$ cat src/rtl/buffer_reader.sv
// rtl/buffer_reader.sv - read-side drain of the sample circular buffer
// Tracks occupancy from write strobes, fetches words from block RAM, streams them out.
module buffer_reader #(
  parameter int ADDR_W = 15,
  parameter int DATA_W = 16,
  parameter int RD_LAT = 1
) (
  input  logic              clk,
  input  logic              rst,
  input  logic              write_pulse,
  output logic [ADDR_W-1:0] rd_addr,
  output logic              rd_en,
  input  logic [DATA_W-1:0] rd_data,
  output logic [DATA_W-1:0] word_out,
  output logic              word_valid,
  input  logic              word_ready,
  output logic [ADDR_W:0]   level,
  output logic              empty,
  output logic              overflow,
  input  logic              ovf_clear
);

  localparam logic [ADDR_W:0]   FULL    = {1'b1, {ADDR_W{1'b0}}};
  localparam logic [ADDR_W:0]   ONE_LVL = {{ADDR_W{1'b0}}, 1'b1};
  localparam logic [ADDR_W-1:0] ONE_PTR = {{(ADDR_W-1){1'b0}}, 1'b1};
  localparam logic              LAT_LAST = (RD_LAT == 2);

  typedef enum logic [1:0] {S_IDLE, S_ISSUE, S_WAIT, S_PRESENT} state_t;

  state_t              state_q;
  logic [ADDR_W-1:0]   rd_ptr_q, rd_ptr_d;
  logic [ADDR_W:0]     level_q, level_d;
  logic                ovf_q, ovf_d;
  logic                rd_en_q;
  logic [ADDR_W-1:0]   rd_addr_q;
  logic [DATA_W-1:0]   word_q;
  logic                valid_q;
  logic                lat_cnt_q;
  logic                overrun;

  // An overrun in the same cycle as the next issue decision must already
  // skip the dropped word, so the issue address is taken from rd_ptr_d.
  always_comb begin
    level_d  = level_q;
    rd_ptr_d = rd_ptr_q;
    ovf_d    = ovf_q;
    overrun  = 1'b0;
    if (rd_en_q) rd_ptr_d = rd_ptr_q + ONE_PTR;
    if (write_pulse && !rd_en_q) begin
      if (level_q == FULL) begin
        overrun  = 1'b1;
        rd_ptr_d = rd_ptr_q + ONE_PTR;
      end else begin
        level_d = level_q + ONE_LVL;
      end
    end else if (rd_en_q && !write_pulse) begin
      level_d = level_q - ONE_LVL;
    end
    if (ovf_clear) ovf_d = 1'b0;
    if (overrun) ovf_d = 1'b1;
  end

  always_ff @(posedge clk or posedge rst) begin
    if (rst) begin
      state_q   <= S_IDLE;
      rd_ptr_q  <= '0;
      level_q   <= '0;
      ovf_q     <= 1'b0;
      rd_en_q   <= 1'b0;
      rd_addr_q <= '0;
      word_q    <= '0;
      valid_q   <= 1'b0;
      lat_cnt_q <= 1'b0;
    end else begin
      rd_ptr_q <= rd_ptr_d;
      level_q  <= level_d;
      ovf_q    <= ovf_d;
      rd_en_q  <= 1'b0;
      case (state_q)
        S_IDLE: begin
          if (level_q != '0 && !valid_q) begin
            state_q   <= S_ISSUE;
            rd_en_q   <= 1'b1;
            rd_addr_q <= rd_ptr_d;
          end
        end
        S_ISSUE: begin
          state_q   <= S_WAIT;
          lat_cnt_q <= 1'b0;
        end
        S_WAIT: begin
          if (lat_cnt_q == LAT_LAST) begin
            word_q  <= rd_data;
            valid_q <= 1'b1;
            state_q <= S_PRESENT;
          end else begin
            lat_cnt_q <= lat_cnt_q + 1'b1;
          end
        end
        S_PRESENT: begin
          if (word_ready) begin
            valid_q <= 1'b0;
            if (level_q != '0) begin
              state_q   <= S_ISSUE;
              rd_en_q   <= 1'b1;
              rd_addr_q <= rd_ptr_d;
            end else begin
              state_q <= S_IDLE;
            end
          end
        end
        default: state_q <= S_IDLE;
      endcase
    end
  end

  assign rd_addr    = rd_addr_q;
  assign rd_en      = rd_en_q;
  assign word_out   = word_q;
  assign word_valid = valid_q;
  assign level      = level_q;
  assign empty      = (level_q == '0);
  assign overflow   = ovf_q;

endmodule
$ cat config.mk
export PLATFORM = sky130hd
export DESIGN_NAME = buffer_reader
export DESIGN_NICKNAME = d
export VERILOG_FILES = /design/src/rtl/buffer_reader.sv
export SDC_FILE = /design/constraint.sdc
export NUM_CORES = 1
export LEC_CHECK = 0
export ABC_AREA = 1
export CAP_MARGIN = 20
export CORE_AREA = 3 3 96 88
export CTS_CLUSTER_SIZE = 30
export DETAILED_ROUTE_END_ITERATION = 6
export DIE_AREA = 0 0 99 91
export PLACE_DENSITY_LB_ADDON = 0.1
export REMOVE_ABC_BUFFERS = 1
export SKIP_CTS_REPAIR_TIMING = 1
export SYNTH_ARGS = -nofsm -noshare
export SYNTH_HDL_FRONTEND = slang
export SYNTH_SLANG_ARGS = --single-unit
$ cat constraint.sdc
create_clock -name clk -period 2.5 [get_ports clk]
set_clock_uncertainty 0.15 [all_clocks]
set_input_delay 0.375 -clock clk [delete_from_list [all_inputs] [get_ports clk]]
set_output_delay 0.375 -clock clk [all_outputs]
set_load 0.02 [all_outputs]
==> key figures <==
Status
  • Status: finished, final reports clean

Finish
  • Area delta synth->final: 31.1%
  • Commonest non-fill, non-tap cell in the layout: nand2_1
  • Diodes inserted: 0
  • Util after Layout: 68.7%
  • Leading cell types in the layout, fill and taps excluded: nand2_1, clkdlybuf4s50_1, dfrtp_1, inv_1, nand3_1
  • Design area: 0.00518 mm^2
  • Share of layout cells above drive strength 1: between 10% and 20%
  • Final Net Count: about 630

Timing
  • Final setup vio count: 0
  • Fin crit share: between 90 and 100%
  • RSZ-0062 raised after global routing: no
  • Peak Freq: roughly 440 MHz
  • Hold slack: ~0.20 ns
  • Post-route minimum period: 2.29 ns
  • Pins Over Slew Limit: 0
  • Slew @ Worst Pin: 0.445 ns
  • Worst rel slew slack: 70.2%
  • Hold Vio Cnt, Final: 0

CTS
  • Num CTS Buffers: 9
  • CTS H-Tree Depth: 3
  • Clock sink count: 67
  • Root Driver: clkbuf_8
  • Clock Latency Late Sink: ~0.34 ns
  • Worst-path clk slew: about 0.080 ns
  • CTS tree: done
  • CTS max path bufs: 2

Floorplanning
  • IO Pins: between 70 and 80
  • Die W: a little under 100 um
  • Die Height: slightly above 90 um
  • Site row count: 30
  • Core ar.: 0.00754 mm^2
  • Starting Density: between 50% and 60%
  • Full die area: roughly 0.009 mm^2

Power and ir drop
  • Clock share of power: around 15%
  • P_leak: roughly 2.6 nW
  • Switch share: about 44%
  • P_sw: ~3.3 mW
  • Worst VDD drop: just over 0.0007 V
  • Cell Pwr Density: about 1400 mW/mm^2
  • Sequential share of power: around a quarter
  • Int Pwr: between 4 and 5 mW
  • Combinational share of power: between 50% and 60%

GRT
  • Vias in the first global route: between 3,000 and 4,000
  • Antenna violations before repair: 0
  • Total GRT Usage: a little over a fifth
  • Congestion Overflow GR: 0
  • First-pass GRT wire length: approximately 16,000 um
  • Largest net degree at the start of global routing: 26

Setup path
  • R2R Path End: level[15]$_DFFE_PP0P_
  • Most common cell on crit path: nand2_1
  • Critical path endpoint category: flip-flop
  • Flop-to-flop setup slack: roughly 0.21 ns
  • CP startpoint: rd_en$_DFF_PP0_
  • Depth of the most critical reg-to-reg path: 11
  • Critical path cell sequence: inv_4 -> nand2_4 -> ha_1 -> a21oi_1 -> o21ai_0 -> a21oi_1 -> nand2_1 -> nand2_1 -> nand2_1 -> nand2_1 -> nand2_1
  • Max stage delay on crit path: between 0.4 and 0.5 ns
  • CP Launch Type: flip-flop
  • Req. time, crit path: 2.59 ns
  • Largest fanout on the critical path: 15
  • Worst R2R Start: rd_en$_DFF_PP0_
  • Crit Path Category: flip-flop to flip-flop
  • Critical path arrival: ~2.4 ns
  • Slowest-stage cell, CP: dfrtp_1

Drt
  • Routed wire length: 9300 um
  • Number of antenna-violating nets in the routed design: 0
  • Vias per cell: between 5 and 6
  • Via count: about 3,500
  • Post-route DRC: 0
  • Wirelength per Cell: ~13 um
  • First-pass DRT Iterations: 4
  • Initial DRC Count: around 170

Placement
  • Final HPWL DP: about 6900 um
  • I/O Buffers: 71
  • Dpl cell area: ~0.0049 mm^2
  • Placer Congestion: a little over 0.9

Yosys
  • Mean Syn Cell Area: a little over 8 um^2
  • Yosys reg bits: 67
  • Synthesized instance count: roughly 490
  • Compound-Gate Fraction of Synth Area: under 10%
  • Post-synthesis adder-cell area fraction: 7.47%
  • Synth cell types: 33
  • Post-synthesis mux area share: between 5 and 6%
  • Syn. warnings: 0
  • Sequential area share after synthesis: a little over two fifths
  • Synth area leader: dfrtp_1
  • Largest family of logic cells by synthesized area: simple AND/OR/NAND/NOR gates
  • Synth Area in Simple Gates: 32.2%
  • Synth top area cells: dfrtp_1, nand2_1, ha_1
  • XOR/XNOR share of the synthesized area: 1.77%
  • Post-synth top area share: between 40% and 50%
  • Netlist Area Pre-Place: 0.00395 mm^2

Min path
  • Worst hold path class: primary input to async pin

Run
  • Max-Cap Viols: 0
-- power by group through the flow --
stage / Clock [mW] / Sequential [mW] / Combinational [mW]
final: 1.10 / 1.90 / 4.49
after global routing: 1.18 / 1.97 / 4.97
after CTS: 1.13 / 1.90 / 4.51
after detailed placement: 0 / 1.91 / 4.47
after global placement: 0 / 1.89 / 4.40
after floorplan: 0 / 2.27 / 2.35
-- metrics by stage --
step	std cells	setup TNS [ns]	setup WS, ns	total power, mW
2_1_floorplan	479	0	0.191	4.62
3_3_place_gp	674	-0.183	-0.0508	6.29
3_5_place_dp	674	-0.645	-0.127	6.38
4_1_cts	690	-0.0815	-0.0815	7.54
5_1_grt	690	0	0.0266	8.12
6_report	690	0	0.209	7.49
-- logic make-up (layout without fill, tap and decap cells) --
logic type	after synthesis	count (layout)
fa+ha+maj	23	23
buf+inv	54	160
compound gates	37	37
xor+xnor	8	8
flops	67	67
simple gates	282	282
mux	17	17
-- cells in the mapped netlist --
master / number
nand2_1: 175
dfrtp_1: 67
inv_1: 42
nand3_1: 34
nor2_1: 26
ha_1: 22
o21ai_0: 17
mux2_2: 16
a21oi_1: 15
nand3b_1: 12
nand4_1: 7
nand2_2: 6
and2_1: 5
buf_2: 4
buf_6: 4
nor3_1: 4
xnor2_1: 4
xor2_1: 4
nand2_4: 3
nor2_2: 3
nor2_4: 3
a31oi_1: 2
inv_2: 2
or2_2: 2
clkbuf_1: 1
fa_1: 1
inv_4: 1
mux2i_4: 1
nand4_4: 1
nor4_1: 1
o21ai_1: 1
o21ai_2: 1
o21bai_1: 1
-- how the worst max path moves through the flow --
stage,to,slack [ns],depth (start not counted)
global placement,level[15]$_DFFE_PP0P_,-0.05,11
floorplan,level[14]$_DFFE_PP0P_,0.19,12
detailed placement,level[8]$_DFFE_PP0P_,-0.13,12
global route,level[10]$_DFFE_PP0P_,0.03,11
CTS,empty,-0.08,6
finish,level[15]$_DFFE_PP0P_,0.21,11
-- routing by layer --
layer  vias up  wire (um)  GRT usage [%]
met1      1594       4610           30.8
met4         0         72           4.55
li1       1773          -              -
met2        79       4130           33.3
met3         8        485           6.61
met5         -          0              0
-- sequential cells by signal, summed over array words and instances, names as in the netlist --
name and cells:
rd_ptr_q 15, overflow 1, state_q 2, rd_addr 15
word_valid 1, level 16, word_out 16, rd_en 1
-- final cells by class --
cell class / instances / area (um^2)
clock inverter: 6 / 113
inverter: 45 / 174
fill: 629 / 2360
sequential: 67 / 1680
clock buffer: 10 / 128
multi-input combinational: 367 / 2040
tap: 96 / 120
timing repair buffer: 99 / 936
-- worst max-delay path: cells and delay by family, from the launching register on --
kind	cells	cell delay, ns
compound gates	3	0.71
fa+ha+maj	1	0.33
simple gates	6	0.41
buf+inv	1	0.14
flops	1	0.45
Note: power is estimated with default switching activity, not from simulation.
